==> src/rtl/count_event_monitor.sv <==
// Checks a free-running counter for wrap, stall and jump events. Each event is
// timestamped and queued in a first-word-fall-through FIFO with a valid/ready output.
module count_event_monitor #(
   parameter int CNT_W       = 4,
   parameter int TS_W        = 12,
   parameter int FIFO_DEPTH  = 4,
   parameter int STALL_LIMIT = 3
) (
   input  logic                          clk,
   input  logic                          reset,
   input  logic [CNT_W-1:0]              count_in,
   input  logic                          count_en,
   input  logic                          clear,
   output logic                          evt_valid,
   input  logic                          evt_ready,
   output logic [1:0]                    evt_type,
   output logic [CNT_W-1:0]              evt_value,
   output logic [TS_W-1:0]               evt_ts,
   output logic [7:0]                    wrap_count,
   output logic [$clog2(FIFO_DEPTH):0]   fifo_level,
   output logic                          overflow
);

   localparam int AW = $clog2(FIFO_DEPTH);
   localparam int LW = AW + 1;
   localparam int SW = $clog2(STALL_LIMIT + 1);
   localparam int RW = 2 + CNT_W + TS_W;
   localparam logic [LW-1:0] DEPTH      = LW'(FIFO_DEPTH);
   localparam logic [SW-1:0] STALL_MAX  = SW'(STALL_LIMIT);
   localparam logic [SW-1:0] STALL_FIRE = SW'(STALL_LIMIT - 1);
   localparam logic [1:0] EVT_WRAP  = 2'b01;
   localparam logic [1:0] EVT_STALL = 2'b10;
   localparam logic [1:0] EVT_JUMP  = 2'b11;

   logic [TS_W-1:0]  ts;
   logic [CNT_W-1:0] prev_count;
   logic [CNT_W-1:0] exp_count;
   logic             prev_en;
   logic             prev_valid;
   logic [SW-1:0]    stall_run;
   logic [SW-1:0]    stall_next;
   logic [RW-1:0]    mem [FIFO_DEPTH];
   logic [AW-1:0]    wr_ptr;
   logic [AW-1:0]    rd_ptr;
   logic [LW-1:0]    level;
   logic             det;
   logic [1:0]       det_type;
   logic             push;
   logic             pop;

   assign exp_count = prev_count + CNT_W'(1);

   always_comb begin
      det        = 1'b0;
      det_type   = 2'b00;
      stall_next = '0;
      if (prev_valid) begin
         if (prev_en) begin
            if (count_in == exp_count) begin
               if (&prev_count) begin
                  det      = 1'b1;
                  det_type = EVT_WRAP;
               end
            end else if (count_in == prev_count) begin
               stall_next = (stall_run == STALL_MAX) ? stall_run : stall_run + SW'(1);
               // Fires only on the transition into the limit, so once per run.
               if (stall_run == STALL_FIRE) begin
                  det      = 1'b1;
                  det_type = EVT_STALL;
               end
            end else begin
               det      = 1'b1;
               det_type = EVT_JUMP;
            end
         end else if (count_in != prev_count) begin
            det      = 1'b1;
            det_type = EVT_JUMP;
         end
      end
   end

   assign evt_valid  = (level != '0);
   assign pop        = evt_valid && evt_ready;
   assign push       = det && ((level < DEPTH) || pop);
   assign fifo_level = level;
   assign {evt_type, evt_value, evt_ts} = evt_valid ? mem[rd_ptr] : '0;

   always_ff @(posedge clk or negedge reset) begin
      if (!reset) begin
         ts         <= '0;
         prev_count <= '0;
         prev_en    <= 1'b0;
         prev_valid <= 1'b0;
         stall_run  <= '0;
         wr_ptr     <= '0;
         rd_ptr     <= '0;
         level      <= '0;
         wrap_count <= '0;
         overflow   <= 1'b0;
         for (int i = 0; i < FIFO_DEPTH; i++) mem[i] <= '0;
      end else begin
         prev_count <= count_in;
         prev_en    <= count_en;
         if (clear) begin
            ts         <= '0;
            prev_valid <= 1'b0;
            stall_run  <= '0;
            wr_ptr     <= '0;
            rd_ptr     <= '0;
            level      <= '0;
            wrap_count <= '0;
            overflow   <= 1'b0;
         end else begin
            ts         <= ts + TS_W'(1);
            prev_valid <= 1'b1;
            stall_run  <= stall_next;
            if (push) begin
               mem[wr_ptr] <= {det_type, count_in, ts};
               wr_ptr      <= wr_ptr + AW'(1);
            end
            if (pop) rd_ptr <= rd_ptr + AW'(1);
            if (push && !pop)      level <= level + LW'(1);
            else if (pop && !push) level <= level - LW'(1);
            if (det && !push) overflow <= 1'b1;
            // The tally counts wraps even when the FIFO drops the record.
            if (det && (det_type == EVT_WRAP) && (wrap_count != 8'hFF))
               wrap_count <= wrap_count + 8'd1;
         end
      end
   end

endmodule

==> config.mk <==
export PLATFORM = sky130hd
export DESIGN_NAME = count_event_monitor
export DESIGN_NICKNAME = d
export VERILOG_FILES = /design/src/rtl/count_event_monitor.sv
export SDC_FILE = /design/constraint.sdc
export NUM_CORES = 1
export LEC_CHECK = 0
export BUFFER_PORTS_ARGS = -buffer_cell sky130_fd_sc_hd__buf_2
export CORE_UTILIZATION = 50
export DETAILED_ROUTE_END_ITERATION = 10
export PLACE_DENSITY = 0.71
export SYNTH_ARGS = -nofsm -noshare
export SYNTH_HDL_FRONTEND = slang
export SYNTH_SLANG_ARGS = --single-unit
export TNS_END_PERCENT = 100
==> constraint.sdc <==
create_clock -name clk -period 2.7 [get_ports clk]
set_input_delay 0.54 -clock clk [delete_from_list [all_inputs] [get_ports clk]]
set_output_delay 0.54 -clock clk [all_outputs]
set_load 0.02 [all_outputs]
=== Yosys cells after proc, flatten, opt, wreduce, memory -nomap -nowiden ===
Index checks and enable logic that the tools add are counted.
Widths: inputs -> output; s select.

* Register bits after elaboration: 108
* Bits of input ports: 9
* Output and inout bits: 31
* Word-level logic and storage cells: 96

* Add/sub/neg operators: 8
* Order comparisons: 4
* Equal/unequal tests: 8
* Mux-type cells: 40
* Bitwise logic cells: 3
* Reduce and logical (&&, ||, !) cells: 19

{| class="wikitable"
|+ Operators with widths
! operator !! count
|-
| $bwmux 72 || 1
|-
| $mux 18 || 4
|-
| $bmux 18 s2 || 1
|-
| $demux 18 s2 || 1
|-
| $mux 2 || 16
|-
| $mux 8 || 2
|-
| $add 12x1->12 const B || 1
|-
| $mux 12 || 1
|-
| $mux 1 || 11
|-
| $mux 3 || 3
|-
| $add 8x1->8 const B || 1
|-
| $eq 4x4->1 || 2
|-
| $logic_and 1x1->1 || 8
|-
| $ne 8x8->1 const B || 1
|-
| $reduce_bool 2->1 || 4
|-
| $add 2x1->2 const B || 3
|-
| $ge 3x3->1 const B || 2
|-
| $ne 6x6->1 const B || 1
|-
| $not 2->3 || 2
|-
| $reduce_bool 3->1 || 2
|-
| $add 4x1->4 const B || 1
|-
| $eq 2x2->1 const B || 2
|-
| $ne 4x4->1 || 1
|-
| $reduce_and 4->1 || 1
|-
| 9 further kinds || 10
|}

=== Depth between registers and ports, before layout ===
* Word-level depth: 12
* Mapped depth: 12
* Depth with buffers taken out: 11

=== Worst setup path after synthesis ===
OpenSTA, ideal clock, no wires.

* Path type: input -> register
* From: in count_in[2]
* To: reg level[1] (netlist: fifo_level[1])
* Setup time: 86 ps
* Arrival time: 2871 ps
* Data required time: 2614 ps
* Slack: -257 ps
* Cell stages on the path: 11
* Buffers on the path: 2
* Cell sequence: buf_6 > xor2_1 > or4_4 > o21ai_2 > a21oi_2 > buf_6 > nor2b_1 > nor2b_1 > fa_1 > o311a_2 > nor3_1

* Word-level cells in the longest chain between the ends: 9
* Elaborated cells between the ends (all ways): 15
* Classes of those cells: eq/ne: 3; mux: 7; reduce/logical: 5

{| class="wikitable"
|+ RTL lines
! what !! line !! source
|-
| start: declaration || 11 || <nowiki>input logic [CNT_W-1:0] count_in,</nowiki>
|-
| $eq 4x4->1 || 64 || <nowiki>end else if (count_in == prev_count) begin</nowiki>
|-
| $mux 1 || 64 ||
|-
| $mux 1 || 59 || <nowiki>if (count_in == exp_count) begin</nowiki>
|-
| $mux 1 * || 58 || <nowiki>if (prev_en) begin</nowiki>
|-
| $mux 1 * || 57 || <nowiki>if (prev_valid) begin</nowiki>
|-
| $logic_and 1x1->1 * || 84 || <nowiki>assign push = det && ((level < DEPTH) || pop);</nowiki>
|-
| $logic_and 1x1->1 / $logic_not 1->1 (equally long branches) || 122, 123 ||
|-
| $mux 3 / $logic_and 1x1->1 (equally long branches) || 122, 123 ||
|-
| $mux 3 / $reduce_bool 3->1 (equally long branches) || - ||
|-
| end signal: assignment || 122 || <nowiki>if (push && !pop) level <= level + LW'(1);</nowiki>
|-
| end signal: assignment || 123 || <nowiki>else if (pop && !push) level <= level - LW'(1);</nowiki>
|-
| end: declaration || 45 || <nowiki>logic [LW-1:0] level;</nowiki>
|}

Mark *: on every way between the ends. The rest lies on a longest branch, timed or not.
A chain may end at the register's enable or synchronous reset.

=== Final worst setup path ===
* From: reg prev_count[1]
* To: reg level[1] (netlist: fifo_level[1])

* Word-level cells in the longest chain between the ends: 9
* Elaborated cells between the ends (all ways): 18
* Classes of those cells: add/sub: 1; eq/ne: 3; mux: 8; reduce/logical: 6

{| class="wikitable"
|+ RTL lines
! what !! line !! source
|-
| start: declaration || 36 || <nowiki>logic [CNT_W-1:0] prev_count;</nowiki>
|-
| start signal: assignment || 102 || <nowiki>prev_count <= count_in;</nowiki>
|-
| $add 4x1->4, or another cell as far along || 51 || <nowiki>assign exp_count = prev_count + CNT_W'(1);</nowiki>
|-
| $eq 4x4->1, or another cell as far along || 59 ||
|-
| $mux 1 || 59 ||
|-
| $mux 1 * || 58 ||
|-
| $mux 1 * || 57 ||
|-
| $logic_and 1x1->1 * || 84 ||
|-
| $logic_and 1x1->1 / $logic_not 1->1 (equally long branches) || 122, 123 ||
|-
| $mux 3 / $logic_and 1x1->1 (equally long branches) || 122, 123 ||
|-
| $mux 3 / $reduce_bool 3->1 (equally long branches) || - ||
|}

Marks and branches as above.

==> implementation parameters <==
Parameter                              Value

Place
  Number of buffer cells added on primary ports    39
  Post-DP Area    5753 µm²
  Routability cong.    0.7868
  Detail Placement HPWL    6500 µm
  DP Worst Slack    -0.2388 ns

Critical path
  Crit path max fanout    3
  Worst endpoint data arrival time    2.88 ns
  Endpoint type of the worst setup path    flip-flop
  Crit path launch type    flip-flop
  Data required time at the worst endpoint    3.00 ns
  Worst Setup Path Type    reg -> reg

Synthesis
  Flip-flop and latch count after synthesis    108
  Share of Yosys cell area claimed by the top area cell type    51.29%
  Largest area contributor in the synthesized netlist    dfrtp_1
  Synthesized instance count    399
  FFs w/ async S/R, synth    100.0%
  Leading post-synthesis cells by instance count    dfrtp_1, mux2_2, nor2_1, nor2b_1, mux2_4
  Post-synth design cell area    5269 µm²
  Ranking of synthesized cells by area    dfrtp_1, mux2_2, mux4_2
  Warnings, synthesis    0
  Average size of a mapped cell    13.21 µm²
  Part of the Yosys area used for sequential elements    51.29%
  Primary FF master, synth    dfrtp_1
  Synth unique cells    38
  Post-synth EDFFs    0
  Post-synthesis net count    418
  Leading cell type by number of instances after synthesis    dfrtp_1

Route
  First DRT Iteration DRCs    155
  Routed WL    9720 µm
  Post-detailed-route DRC marker count    0
  DR pass1 iterations    5
  Count of vias placed by the detailed router    3183
  Final antenna-violating net count    0
  Via count normalized by instance count    5.359
  Detailed-route wire length per cell    16.36 µm

Floorplan
  Count of pins on the block boundary    40
  Die extent in x    104.7 µm
  Number of standard-cell rows in the floorplan    37
  Core box area    10280 µm²
  Height of the die    104.7 µm
  Initial core utilization    51.27%
  Die Area    10950 µm²

Layout
  Post-layout util    58.01%
  Total non-filler cell area in the finished layout    5962 µm²
  Number of filler cells placed in the layout    871
  Multi-input logic area    2416 µm²
  Layout cells sized above 1    39.52%
  Diode insertion count for antenna repair    0
  Area growth, synth to finish    13.16%
  Number of nets at the end of the flow    472
  Area taken by flip-flops and latches    2703 µm²

Pwr
  Peak ir drop on the vdd network    0.0004585 V
  Leak Pwr    2.875 nW
  Power density cells    718.7 nW/µm²

Timing
  Final Cycle Share    95.42%
  Clock Skew    0.007677 ns
  Post-layout minimum cycle time    2.576 ns
  Fin. max-slew vios    0
  Final count of hold timing violations    0
  Setup repair after global routing missed its margin    false
  Final number of setup-violating endpoints    0
  Achievable clock frequency    0.3881 GHz
  Worst Tran Pin Value    0.5859 ns
  Worst Slack Setup Final    0.1235 ns
  Max-slew headroom    60.94%

Global routing
  Global-route total usage across every layer    19.17%
  Global-route wire length before repair    16420 µm
  Final global-route overflow total    0
  Largest net degree at the start of global routing    109
  Vias in the first global route    3266
  Initial antenna violation count    0

Clock tree
  Clk Latency, worst-skew pair    0.37 ns
  CTS tree    done
  Cell at the root of the clock tree    clkbuf_8
  Clock tree sinks    108
  Worst-case clock buffer depth    2
  Number of gates resized after CTS    0
  Depth of the CTS H-tree    3
  Clock input transition at the sequential cells of the worst setup and hold paths    0.10 ns
  Number of buffers added by the clock tree synthesis step    9

Worst hold path
  Class of the tightest hold or removal check    in -> async

Status
  Result of the run    complete, no violations

Run
  Maxcap violations    0
## per-stage QoR
step                hold WS, ns  setup TNS, ns  power [W]  cells
floorplan                0.2444        -0.1518   0.002934    399
global placement         0.4830        -0.1937   0.003265    577
detailed placement       0.4921        -0.2953   0.003316    577
CTS                      0.2514              0   0.004331    593
global route             0.2545              0   0.004507    594
finish                   0.2089              0   0.004285    594
## cell type report
| class | count | area share (%) |
|---|---|---|
| multi-input combinational | 260 | 40.52 |
| clock buffer | 12 | 2.434 |
| inverter | 7 | 0.4407 |
| clock inverter | 4 | 0.9444 |
| sequential | 108 | 45.33 |
| tap | 136 | 2.854 |
| timing repair buffer | 67 | 7.471 |
## kinds of logic (layout without fill, tap and decap cells)
family | Yosys count | count (layout) | synth area share (%)
flops | 108 | 108 | 51.29
xor+xnor | 24 | 24 | 3.990
simple gates | 107 | 107 | 10.43
compound gates | 23 | 23 | 2.589
fa+ha+maj | 10 | 10 | 2.517
mux | 96 | 96 | 25.67
buf+inv | 31 | 90 | 3.514
## critical path, cell delays in order (launching register included)
cell,delay (ns)
dfrtp_1,0.43
ha_1,0.32
xnor2_1,0.14
nand3_1,0.11
and2b_1,0.21
a21oi_2,0.15
nor2b_4,0.16
nor2b_4,0.14
fa_1,0.45
o311a_4,0.32
nor3_2,0.09
## path summary, 6_finish.rpt
path | start | to | slack, ns | cells after the start
hold reg to reg | mem[23] | mem[23] | 0.51 | 1
max in group asynchronous | reset | wr_ptr[1] | 2.04 | 2
min in group clk | count_en | prev_en | 0.27 | 1
setup / recovery | prev_count[1] | fifo_level[1] | 0.12 | 10
hold / removal | reset | mem[66] | 0.21 | 2
setup reg to reg | prev_count[1] | fifo_level[1] | 0.12 | 10
## registers in the layout, summed over array words and instances, names as in the netlist, 2 cells and up
| register | count |
|---|---|
| rd_ptr | 2 |
| stall_run | 2 |
| mem | 72 |
| fifo_level | 3 |
| ts | 12 |
| prev_count | 4 |
| wrap_count | 8 |
| wr_ptr | 2 |
## layout by cell type, fill, tap and decap left out, types with 2 or more instances in the layout
cell type,synthesis,routed
xor2_1,17,17
nor3_1,4,2
dfrtp_1,108,108
or3_1,5,5
nand4_1,3,3
nor2_1,32,32
nand3_1,12,12
xnor2_1,7,7
mux4_2,18,18
mux2_4,20,20
and3_1,8,8
inv_6,0,2
nor2b_1,24,22
buf_12,2,3
mux2_2,53,53
clkbuf_1,12,2
nor2b_4,0,2
ha_1,9,9
clkbuf_8,0,10
a21oi_1,9,9
buf_2,4,38
nor3_2,0,2
buf_4,0,26
inv_1,7,7
mux2i_1,5,5
nand2_1,13,13
o21ai_0,8,8
## power breakdown
part	leakage, nW	internal [W]	switching, W
clock network	0.102	0.000464	0.000551
registers	1.45	0.00185	0.000154
logic	1.32	0.000654	0.000611
## what timing repair did
action | in CTS | in global routing
setup endpoints to repair | 0 | 1
setup buffers | 0 | 1
hold buffers | 0 | 0
## layer usage
metal  vias up  track usage (%)  wire length, µm
met2        42            30.61             4664
li1       1502                -                -
met3        14            3.244              239
met5         -                0                0
met1      1625            26.09             4642
met4         0            7.948              174
(Power assumes the default switching activity.)
